### src/rtl/pu_msp430_ram_dma_pkg.sv
// Shared types and constants for the MSP430 RAM DMA engine.
// Latency: none (declarations only).
// Backpressure: not applicable.
package pu_msp430_dma_pkg;

    typedef enum logic [2:0] {
        IDLE = 3'd0,
        RD   = 3'd1,
        WR   = 3'd2,
        FILL = 3'd3,
        FIN  = 3'd4
    } dma_state_e;

    localparam logic       MODE_COPY    = 1'b0;
    localparam logic       MODE_FILL    = 1'b1;

    // Low-active byte write enables: both high is a read, both low a word write.
    localparam logic [1:0] RAM_WEN_READ = 2'b11;
    localparam logic [1:0] RAM_WEN_WORD = 2'b00;

endpackage

### src/rtl/pu_msp430_ram_dma_if.sv
// Command/status and RAM port bundle between a DMA engine and its controller/RAM.
// Latency: none (wires only).
// Backpressure: none; the engine owns the RAM port while busy.
interface pu_msp430_ram_dma_if #(
    parameter int ADDR_MSB = 6
);
    logic                cfg_start;
    logic                cfg_mode;
    logic [ADDR_MSB:0]   cfg_src;
    logic [ADDR_MSB:0]   cfg_dst;
    logic [ADDR_MSB+1:0] cfg_len;
    logic [15:0]         cfg_fill;
    logic                cfg_abort;
    logic                busy;
    logic                done;
    logic                err;
    logic [ADDR_MSB:0]   ram_addr;
    logic                ram_cen;
    logic [1:0]          ram_wen;
    logic [15:0]         ram_din;
    logic [15:0]         ram_dout;

    // DMA engine side.
    modport slave (
        input  cfg_start, cfg_mode, cfg_src, cfg_dst, cfg_len, cfg_fill, cfg_abort,
        input  ram_dout,
        output busy, done, err,
        output ram_addr, ram_cen, ram_wen, ram_din
    );

    // Controller plus RAM side.
    modport master (
        output cfg_start, cfg_mode, cfg_src, cfg_dst, cfg_len, cfg_fill, cfg_abort,
        output ram_dout,
        input  busy, done, err,
        input  ram_addr, ram_cen, ram_wen, ram_din
    );

endinterface

### src/rtl/pu_msp430_ram_dma_addr_gen.sv
// Loadable up/down word address counter; direction is captured at load time.
// Latency: addr_nxt_o is the value the register takes at the next edge (0 cycles).
// Backpressure: none; steps only when step_i is high.
module pu_msp430_dma_addr_gen #(
    parameter int AW = 7
) (
    input  logic          clk,
    input  logic          rst,
    input  logic          load_i,
    input  logic [AW-1:0] load_val_i,
    input  logic          down_i,
    input  logic          step_i,
    output logic [AW-1:0] addr_nxt_o
);
    logic [AW-1:0] addr_q;
    logic [AW-1:0] addr_d;
    logic          down_q;
    logic          down_d;

    // Next address: load wins over step; step follows the captured direction.
    always_comb begin
        addr_d = addr_q;
        down_d = down_q;
        if (load_i) begin
            addr_d = load_val_i;
            down_d = down_i;
        end else if (step_i) begin
            addr_d = down_q ? (addr_q - AW'(1)) : (addr_q + AW'(1));
        end
    end

    // Counter and direction registers.
    always_ff @(posedge clk or posedge rst) begin
        if (rst) begin
            addr_q <= '0;
            down_q <= 1'b0;
        end else begin
            addr_q <= addr_d;
            down_q <= down_d;
        end
    end

    // The owner registers the RAM address from the next value so the
    // registered address lines up with the state being entered.
    assign addr_nxt_o = addr_d;

endmodule

### src/rtl/pu_msp430_ram_dma.sv
// Block copy (memmove) / fill DMA driving a low-active single-port MSP430 RAM.
// Latency: first access 1 cycle after start; copy 2 cycles/word, fill 1 cycle/word, done one cycle later.
// Backpressure: none; start is ignored while busy, abort ends the command after the current access.
module pu_msp430_ram_dma
    import pu_msp430_dma_pkg::*;
#(
    parameter int ADDR_MSB = 6,
    parameter int MEM_SIZE = 256
) (
    input  logic                 mclk,
    input  logic                 puc_rst,
    pu_msp430_ram_dma_if.slave   bus
);
    localparam int AW = ADDR_MSB + 1;
    localparam int LW = ADDR_MSB + 2;
    // One extra carry bit so start+len can never wrap before the range compare.
    localparam int SW = ADDR_MSB + 3;
    localparam logic [SW-1:0] WORDS = SW'(MEM_SIZE / 2);

    dma_state_e    state_q, state_d;
    logic [LW-1:0] cnt_q, cnt_d;
    logic          busy_q, busy_d;
    logic          done_q, done_d;
    logic          err_q, err_d;
    logic          ram_cen_q, ram_cen_d;
    logic [1:0]    ram_wen_q, ram_wen_d;
    logic [AW-1:0] ram_addr_q, ram_addr_d;
    logic [15:0]   ram_din_q, ram_din_d;

    logic [SW-1:0] src_end, dst_end;
    logic          range_err, copy_down, load, step;
    logic [AW-1:0] src_load, dst_load, src_nxt, dst_nxt;

    // Command decode: end-exclusive bounds, direction and first addresses.
    assign src_end   = SW'(bus.cfg_src) + SW'(bus.cfg_len);
    assign dst_end   = SW'(bus.cfg_dst) + SW'(bus.cfg_len);
    assign range_err = ((bus.cfg_mode == MODE_COPY) && (src_end > WORDS)) || (dst_end > WORDS);
    assign copy_down = (bus.cfg_mode == MODE_COPY) && (bus.cfg_dst > bus.cfg_src);
    assign src_load  = copy_down ? AW'(src_end - SW'(1)) : bus.cfg_src;
    assign dst_load  = copy_down ? AW'(dst_end - SW'(1)) : bus.cfg_dst;

    pu_msp430_dma_addr_gen #(.AW(AW)) u_src_gen (
        .clk        (mclk),
        .rst        (puc_rst),
        .load_i     (load),
        .load_val_i (src_load),
        .down_i     (copy_down),
        .step_i     (step),
        .addr_nxt_o (src_nxt)
    );

    pu_msp430_dma_addr_gen #(.AW(AW)) u_dst_gen (
        .clk        (mclk),
        .rst        (puc_rst),
        .load_i     (load),
        .load_val_i (dst_load),
        .down_i     (copy_down),
        .step_i     (step),
        .addr_nxt_o (dst_nxt)
    );

    // Next state, word count and address stepping. The last word never steps,
    // so the address counters stay inside the block at both ends of memory.
    always_comb begin
        state_d = state_q;
        cnt_d   = cnt_q;
        load    = 1'b0;
        step    = 1'b0;
        err_d   = 1'b0;
        case (state_q)
            IDLE: begin
                if (bus.cfg_start) begin
                    load  = 1'b1;
                    cnt_d = bus.cfg_len;
                    if (range_err) begin
                        state_d = FIN;
                        err_d   = 1'b1;
                    end else if (bus.cfg_len == '0) begin
                        state_d = FIN;
                    end else if (bus.cfg_mode == MODE_COPY) begin
                        state_d = RD;
                    end else begin
                        state_d = FILL;
                    end
                end
            end
            RD: begin
                state_d = bus.cfg_abort ? FIN : WR;
            end
            WR, FILL: begin
                cnt_d = cnt_q - LW'(1);
                if (bus.cfg_abort || (cnt_q == LW'(1))) begin
                    state_d = FIN;
                end else begin
                    state_d = (state_q == WR) ? RD : FILL;
                    step    = 1'b1;
                end
            end
            FIN:     state_d = IDLE;
            default: state_d = IDLE;
        endcase
    end

    // Registered outputs are derived from the state being entered so they
    // line up with that state's cycle.
    always_comb begin
        busy_d     = (state_d == RD) || (state_d == WR) || (state_d == FILL);
        done_d     = (state_d == FIN);
        ram_cen_d  = !busy_d;
        ram_wen_d  = ((state_d == WR) || (state_d == FILL)) ? RAM_WEN_WORD : RAM_WEN_READ;
        ram_addr_d = ram_addr_q;
        ram_din_d  = ram_din_q;
        if (state_d == RD) begin
            ram_addr_d = src_nxt;
        end else if ((state_d == WR) || (state_d == FILL)) begin
            ram_addr_d = dst_nxt;
        end
        if ((state_q == IDLE) && (state_d == FILL)) begin
            ram_din_d = bus.cfg_fill;
        end
    end

    // State, count and output registers.
    always_ff @(posedge mclk or posedge puc_rst) begin
        if (puc_rst) begin
            state_q    <= IDLE;
            cnt_q      <= '0;
            busy_q     <= 1'b0;
            done_q     <= 1'b0;
            err_q      <= 1'b0;
            ram_cen_q  <= 1'b1;
            ram_wen_q  <= RAM_WEN_READ;
            ram_addr_q <= '0;
            ram_din_q  <= '0;
        end else begin
            state_q    <= state_d;
            cnt_q      <= cnt_d;
            busy_q     <= busy_d;
            done_q     <= done_d;
            err_q      <= err_d;
            ram_cen_q  <= ram_cen_d;
            ram_wen_q  <= ram_wen_d;
            ram_addr_q <= ram_addr_d;
            ram_din_q  <= ram_din_d;
        end
    end

    assign bus.busy     = busy_q;
    assign bus.done     = done_q;
    assign bus.err      = err_q;
    assign bus.ram_cen  = ram_cen_q;
    assign bus.ram_wen  = ram_wen_q;
    assign bus.ram_addr = ram_addr_q;
    // Copy writes forward the word read in the preceding RD cycle straight through.
    assign bus.ram_din  = (state_q == WR) ? bus.ram_dout : ram_din_q;

endmodule

### src/flat_wrapper.sv
// flat-port wrapper written by rule: the top's interface ports become plain ports
module pu_msp430_ram_dma_flat import pu_msp430_dma_pkg::*;
#(
    parameter int ADDR_MSB = 6,
    parameter int MEM_SIZE = 256
)
  (mclk, puc_rst, bus_cfg_start, bus_cfg_mode, bus_cfg_src, bus_cfg_dst, bus_cfg_len, bus_cfg_fill, bus_cfg_abort, bus_ram_dout, bus_busy, bus_done, bus_err, bus_ram_addr, bus_ram_cen, bus_ram_wen, bus_ram_din);
  pu_msp430_ram_dma_if #(.ADDR_MSB(ADDR_MSB)) bus_i ();
  input  logic mclk;
  input  logic puc_rst;
  input wire logic [$bits(bus_i.cfg_start)-1:0] bus_cfg_start;
  input wire logic [$bits(bus_i.cfg_mode)-1:0] bus_cfg_mode;
  input wire logic [$bits(bus_i.cfg_src)-1:0] bus_cfg_src;
  input wire logic [$bits(bus_i.cfg_dst)-1:0] bus_cfg_dst;
  input wire logic [$bits(bus_i.cfg_len)-1:0] bus_cfg_len;
  input wire logic [$bits(bus_i.cfg_fill)-1:0] bus_cfg_fill;
  input wire logic [$bits(bus_i.cfg_abort)-1:0] bus_cfg_abort;
  input wire logic [$bits(bus_i.ram_dout)-1:0] bus_ram_dout;
  output wire logic [$bits(bus_i.busy)-1:0] bus_busy;
  output wire logic [$bits(bus_i.done)-1:0] bus_done;
  output wire logic [$bits(bus_i.err)-1:0] bus_err;
  output wire logic [$bits(bus_i.ram_addr)-1:0] bus_ram_addr;
  output wire logic [$bits(bus_i.ram_cen)-1:0] bus_ram_cen;
  output wire logic [$bits(bus_i.ram_wen)-1:0] bus_ram_wen;
  output wire logic [$bits(bus_i.ram_din)-1:0] bus_ram_din;
  assign bus_i.cfg_start = bus_cfg_start;
  assign bus_i.cfg_mode = bus_cfg_mode;
  assign bus_i.cfg_src = bus_cfg_src;
  assign bus_i.cfg_dst = bus_cfg_dst;
  assign bus_i.cfg_len = bus_cfg_len;
  assign bus_i.cfg_fill = bus_cfg_fill;
  assign bus_i.cfg_abort = bus_cfg_abort;
  assign bus_i.ram_dout = bus_ram_dout;
  assign bus_busy = bus_i.busy;
  assign bus_done = bus_i.done;
  assign bus_err = bus_i.err;
  assign bus_ram_addr = bus_i.ram_addr;
  assign bus_ram_cen = bus_i.ram_cen;
  assign bus_ram_wen = bus_i.ram_wen;
  assign bus_ram_din = bus_i.ram_din;
  pu_msp430_ram_dma #(.ADDR_MSB(ADDR_MSB), .MEM_SIZE(MEM_SIZE)) u_core (.mclk(mclk), .puc_rst(puc_rst), .bus(bus_i));
endmodule
### config.mk
export PLATFORM = sky130hd
export DESIGN_NAME = pu_msp430_ram_dma_flat
export DESIGN_NICKNAME = d
export VERILOG_FILES = /design/src/rtl/pu_msp430_ram_dma_pkg.sv /design/src/rtl/pu_msp430_ram_dma_if.sv /design/src/rtl/pu_msp430_ram_dma_addr_gen.sv /design/src/rtl/pu_msp430_ram_dma.sv /design/src/flat_wrapper.sv
export SDC_FILE = /design/constraint.sdc
export NUM_CORES = 1
export LEC_CHECK = 0
export BUFFER_PORTS_ARGS = -buffer_cell sky130_fd_sc_hd__buf_2
export CAP_MARGIN = 15
export CORE_ASPECT_RATIO = 0.6
export CORE_MARGIN = 4
export CORE_UTILIZATION = 32
export DETAILED_ROUTE_END_ITERATION = 7
export GPL_TIMING_DRIVEN = 0
export HOLD_SLACK_MARGIN = 0.15
export PLACE_DENSITY = 0.63
export SLEW_MARGIN = 20
export SYNTH_ARGS = -nofsm -noshare
export SYNTH_HDL_FRONTEND = slang
export SYNTH_SLANG_ARGS = --single-unit
### constraint.sdc
create_clock -name mclk -period 7.4 [get_ports mclk]
set_input_delay 0.37 -clock mclk [delete_from_list [all_inputs] [get_ports mclk]]
set_output_delay 0.37 -clock mclk [all_outputs]
set_load 0.1 [all_outputs]
# Word level (Yosys, flattened, before mapping)
# Index checks and enable logic that the tools add are counted.
# word_totals
output_inout_bits,29
reg_bits,55
# op_classes
eq_ne,9
order_cmp,3
bitwise_logic,1
mux,29
n_addsub,9
n_reduce_logical,15
# ops
op,n
7-bit 2-to-1 mux,10
"7-bit by 1-bit subtractor with 7-bit output, second input constant",4
7-bit by 8-bit adder with 9-bit output,2
"9-bit by 8-bit > comparator with 1-bit output, second input constant",2
16-bit 2-to-1 mux,1
8-bit case mux with 2 select lines,1
3-bit 2-to-1 mux,5
"7-bit by 1-bit adder with 7-bit output, second input constant",2
"3-bit by 2-bit equality test with 1-bit output, second input constant",4
3-bit case mux with 3 select lines,1
"8-bit by 1-bit equality test with 1-bit output, second input constant",1
8-bit zero test,1
8-bit 2-to-1 mux,1
"8-bit by 1-bit subtractor with 8-bit output, second input constant",1
7-bit > comparator,1
1-bit 2-to-1 mux,7
"3-bit by 1-bit equality test with 1-bit output, second input constant",2
2-bit 2-to-1 mux,3
1-bit logical OR,5
2-bit nonzero test,2
"3-bit equality test, second input constant",1
1-bit logical AND,3
3-bit zero test,1
"2-bit != test, second input constant",1
4 further kinds,4

# Longest topological paths before layout
# depth
word_depth,11
depth_mapped,12
ltp_nobuf,12

# Cells and area by module
# From an unflattened synthesis, not the netlist that was laid out.
# hier_totals
cells_unflattened,496
hier_area_um2,4605.7
# modules_own_cells
mod,n_inst,seq_area_each_um2,area_each_um2,cells_per_inst
pu_msp430_ram_dma,1,978.4,3271.9,356
pu_msp430_dma_addr_gen,2,200.2,666.9,70

# Worst setup path before layout
# Ideal clock, no wire load.
# synth_path
path_kind,in2reg
start,input bus_cfg_len[0]
end,"register u_core.ram_addr_q[3], in the netlist u_core.bus.ram_addr[3]"
arrival_time_ps,2885
n_path_buf,0
cell_stages,11
setup_time_ps,125
path_slack_ps,4390
cell_sequence,ha_1 inv_1 fa_1 ha_1 nand2b_1 a2111oi_0 o2111a_1 o2111ai_1 o21ai_4 mux2_1 mux2_4
# synth_between
elab_chain_cells,10
elab_cells_between_ends,24
cone_classes,add/sub: 4; order compare: 2; eq/ne: 3; mux: 10; reduce/logical: 5
# synth_rtl
item,line,rtl
from (decl),flat_wrapper.sv:15,input wire logic [$bits(bus_i.cfg_len)-1:0] bus_cfg_len;
7-bit by 8-bit adder with 9-bit output,pu_msp430_ram_dma.sv:35,assign src_end = SW'(bus.cfg_src) + SW'(bus.cfg_len);
9-bit by 8-bit > comparator with 1-bit output,pu_msp430_ram_dma.sv:37,assign range_err = ((bus.cfg_mode == MODE_COPY) && (src_end > WORDS)) || (dst_end > WORDS);
1-bit logical AND,pu_msp430_ram_dma.sv:37,
1-bit logical OR,pu_msp430_ram_dma.sv:37,
3-bit 2-to-1 mux *,pu_msp430_ram_dma.sv:75,if (range_err) begin
3-bit 2-to-1 mux *,pu_msp430_ram_dma.sv:72,if (bus.cfg_start) begin
3-bit case mux with 3 select lines *,pu_msp430_ram_dma.sv:70,case (state_q)
named net u_core.state_d[0],pu_msp430_ram_dma.sv:20,"dma_state_e state_q, state_d;"
3-bit by 2-bit equality test with 1-bit output,pu_msp430_ram_dma.sv:115,end else if ((state_d == WR) || (state_d == FILL)) begin
1-bit logical OR,pu_msp430_ram_dma.sv:115,
2-bit nonzero test (no source line),-,
to (signal assigned),pu_msp430_ram_dma.sv:143,ram_addr_q <= ram_addr_d;
to (decl),pu_msp430_ram_dma.sv:27,"logic [AW-1:0] ram_addr_q, ram_addr_d;"
# The timed path passes the listed nets; every way through them passes the cells marked *. The select of a mux whose other input is x is not followed.
# A chain may end at the register's enable or synchronous reset.

# Final worst setup path
# layout_path
start,input bus_cfg_len[0]
end,"register u_core.ram_addr_q[6], in the netlist u_core.bus.ram_addr[6]"
# The elaborated chain is that of the path after synthesis.

==> out/results.txt <==
Post-CTS Setup Inserts -> 0
FILL cells -> 1307
Area leader, netlist -> dfrtp_1
Synthesized flop and latch total -> 54
Total track usage -> 0.157
Starting Density -> 0.333
Met2 usage -> 0.227
N_diodes -> 0
Yosys warning count -> 0
Final setup margin -> 3.79 ns
Post-place setup slack -> 3.55 ns
Final GP Congestion -> 0.859
DP Area -> 4990 sq um
Final Max Tran Viols -> 0
Post_cts resized -> 0
Clock root buffer -> clkbuf_16
CTS Hold Bufs -> 0
Die width -> 158 um
Slew Limit Headroom -> 0.326
Core box area -> 13100 sq um
RSZ-0062 raised after global routing -> false
Fin nets -> 669
WP data arrival -> 3.76 ns
Ratio of cells with drive above 1 in the final layout -> 0.267
First-pass GRT wire length -> 19500 um
WL/cell -> 16.6 um
1st-pass router iterations -> 4
Worst-path clk slew -> 0.07 ns
Die Y -> 98.3 um
Layout overhead on the synthesized area -> 18.4%
Crit path time final -> 3.61 ns
Critical Path RT -> 7.55 ns
Gr busiest metal -> met1
Grt met1 use -> 0.247
HPWL after DPL -> 10200 um
Area contributors post-synth -> dfrtp_1 (30%), ha_1 (11%), mux2_2 (8.8%)
Clk sink count -> 54
LEAKAGE -> 2.38 nW
Power Total -> 2.26 mW
Critical path capture point type -> flop
CP Max Fanout -> 7
DRT Wirelength -> 12300 um
CP startpoint kind -> primary input
Largest net degree at the start of global routing -> 55
Cell area after layout -> 5150 sq um
Power per Cell Area -> 438 nW/um^2
Async SR Flop Fraction -> 1.00
Crit Path Category -> primary input to flop
Post-route ant nets -> 0
Final hold violation count -> 0
Fin Setup TNS -> 0 ns
Met3 Use GR -> 0.0381
Setup violators final -> 0
Total number of vias -> 3829
Syn avg cell area -> 9.13 sq um
Remaining Overflow, GRT -> 0
Mapped Cells -> 476
Clk buf depth -> 2
Vias/cell -> 5.17
Tcrit/Tclk final -> 0.488
Worst-Skew Late Latency -> 0.29 ns
Mapped Nets -> 576
Maximum VDD drop -> 0.189 mV
Die area -> 15600 sq um
Number of synthesized flops with an enable pin -> 0
Vias in the first global route -> 3654
Actual slew at the worst max-slew pin -> 1.01 ns
Clock buffer count from CTS -> 5
FMAX -> 0.277 GHz
Number of distinct library cells after synthesis -> 60
Core Util, Final -> 0.394
Mapped Area -> 4350 sq um
Status -> finished, final reports clean
Max-Cap Viols -> 0
CTS tree -> done
H-tree depth -> 2
Max Clock Skew -> 0.00642 ns
Rows -> 32
# port buffers -> 86
Worst Hold Class -> primary input to async pin
Initial detailed-routing violation count -> 183
Initial antenna violation count -> 0
Area share of the largest cell type after synthesis -> 0.299
Post-synthesis sequential area ratio -> 0.311
Ys flop type -> dfrtp_1
Top-level I/O count -> 88
DRC violations left -> 0
==> Yosys cell counts, types with 3 or more instances <==
cell type / count
a2111oi_0: 3
a211o_1: 5
a211oi_1: 11
a21o_1: 5
a21oi_1: 37
and2_1: 3
clkbuf_1: 11
dfrtp_1: 52
fa_1: 4
ha_1: 37
inv_1: 43
mux2_2: 34
mux2i_1: 5
nand2_1: 31
nand2b_1: 7
nand3_1: 17
nand4_1: 3
nor2_1: 26
nor2b_1: 7
nor3_1: 12
nor4_1: 5
o2111a_1: 3
o211ai_1: 8
o21a_1: 3
o21ai_0: 24
o221ai_1: 6
o31a_1: 3
or2_2: 4
xnor2_1: 15
xor2_1: 12
==> worst paths after layout <==
kind	startpoint	to	slack, ns	cells after the start
setup / recovery	bus_cfg_len[0]	u_core.bus.ram_addr[6]	3.79	13
hold / removal	puc_rst	u_core.ram_din_q[15]	0.18	2
setup reg to reg	u_core.cnt_q[3]	u_core.bus.ram_addr[6]	4.37	8
hold reg to reg	u_core.ram_din_q[8]	u_core.ram_din_q[8]	0.50	1
max in group asynchronous	puc_rst	u_core.u_src_gen.addr_q[3]	6.77	2
min in group mclk	bus_cfg_fill[8]	u_core.ram_din_q[8]	0.30	2
==> layout by cell type, fill, tap and decap left out, drive strengths merged, types with 3 or more instances in the layout <==
master	netlist	final
nor2	26	26
a211o	5	5
or2	4	4
fa	4	4
nor2b	7	7
nor3	12	12
a21oi	37	37
nand3	18	18
o31a	3	3
ha	37	37
buf	6	92
o221ai	6	6
and2	3	3
xor2	12	12
nand4	3	3
o21bai	3	3
nand2b	7	7
mux2i	5	5
a211oi	11	11
a2111oi	3	3
mux2	36	36
o2111a	3	3
clkbuf	11	17
xnor2	15	15
o21ai	25	25
nor4	5	5
o211ai	9	9
nand2	33	33
a21o	5	5
inv	43	44
o21a	3	3
dfrtp	52	52
==> per-stage QoR <==
stage,hold slack [ns],std cells
floorplan,0.460,476
global route,0.252,740
CTS,0.212,740
detailed placement,0.491,732
global placement,0.483,732
finish,0.178,740
==> power by group <==
part	total, mW	leakage [nW]	switching (mW)	internal [mW]
logic	1.48	1.67	1.05	0.426
clock network	0.248	0.0735	0.112	0.136
registers	0.532	0.636	0.0962	0.435
==> cells by family after synthesis <==
| group | after synthesis | share of synthesized area |
|---|---|---|
| xor gates and xnor gates | 27 | 0.0544 |
| muxes | 41 | 0.106 |
| and+or+nand+nor | 129 | 0.150 |
| AOI/OAI and AO/OA | 124 | 0.196 |
| adders and majority gates | 41 | 0.125 |
| buffers and inverters | 60 | 0.0576 |
| DFF | 54 | 0.311 |
==> registers in the layout, summed over array words and instances, names as in the netlist, 3 cells and up <==
signal,cells
u_core.u_dst_gen.addr_q,7
u_core.ram_din_q,16
u_core.state_q,3
u_core.cnt_q,8
u_core.bus.ram_addr,7
u_core.u_src_gen.addr_q,7
==> worst max-delay path, cell delays in order <==
cell and delay [ns]:
buf_2 0.16, ha_1 0.24, inv_1 0.07, fa_1 0.39
nand2b_1 0.18, a21oi_1 0.18, a211o_1 0.17, a31oi_1 0.20
and4_1 0.30, a21oi_1 0.65, inv_1 0.39, o211ai_1 0.27
o221ai_1 0.18
==> final cells by class <==
cell class                      instances  area (sq um)  area share
Buffer                                 17          88.8      0.0173
Clock buffer                            6           139      0.0270
Clock inverter                          2          16.3     0.00316
Inverter                               43           164      0.0318
Multi-Input combinational cell        362          2740       0.533
Sequential cell                        54          1350       0.263
Tap cell                              170           213      0.0413
Timing Repair Buffer                   86           430      0.0836
==> routing by layer <==
layer	vias up	part of all wire	routed length (um)
met1	1793	0.51	6230
met2	127	0.40	4950
met3	2	0.089	1100
met4	0	0.0011	13
li1	1907	-	-
met5	-	0	0
No activity file was read; power rests on OpenSTA's default activity.
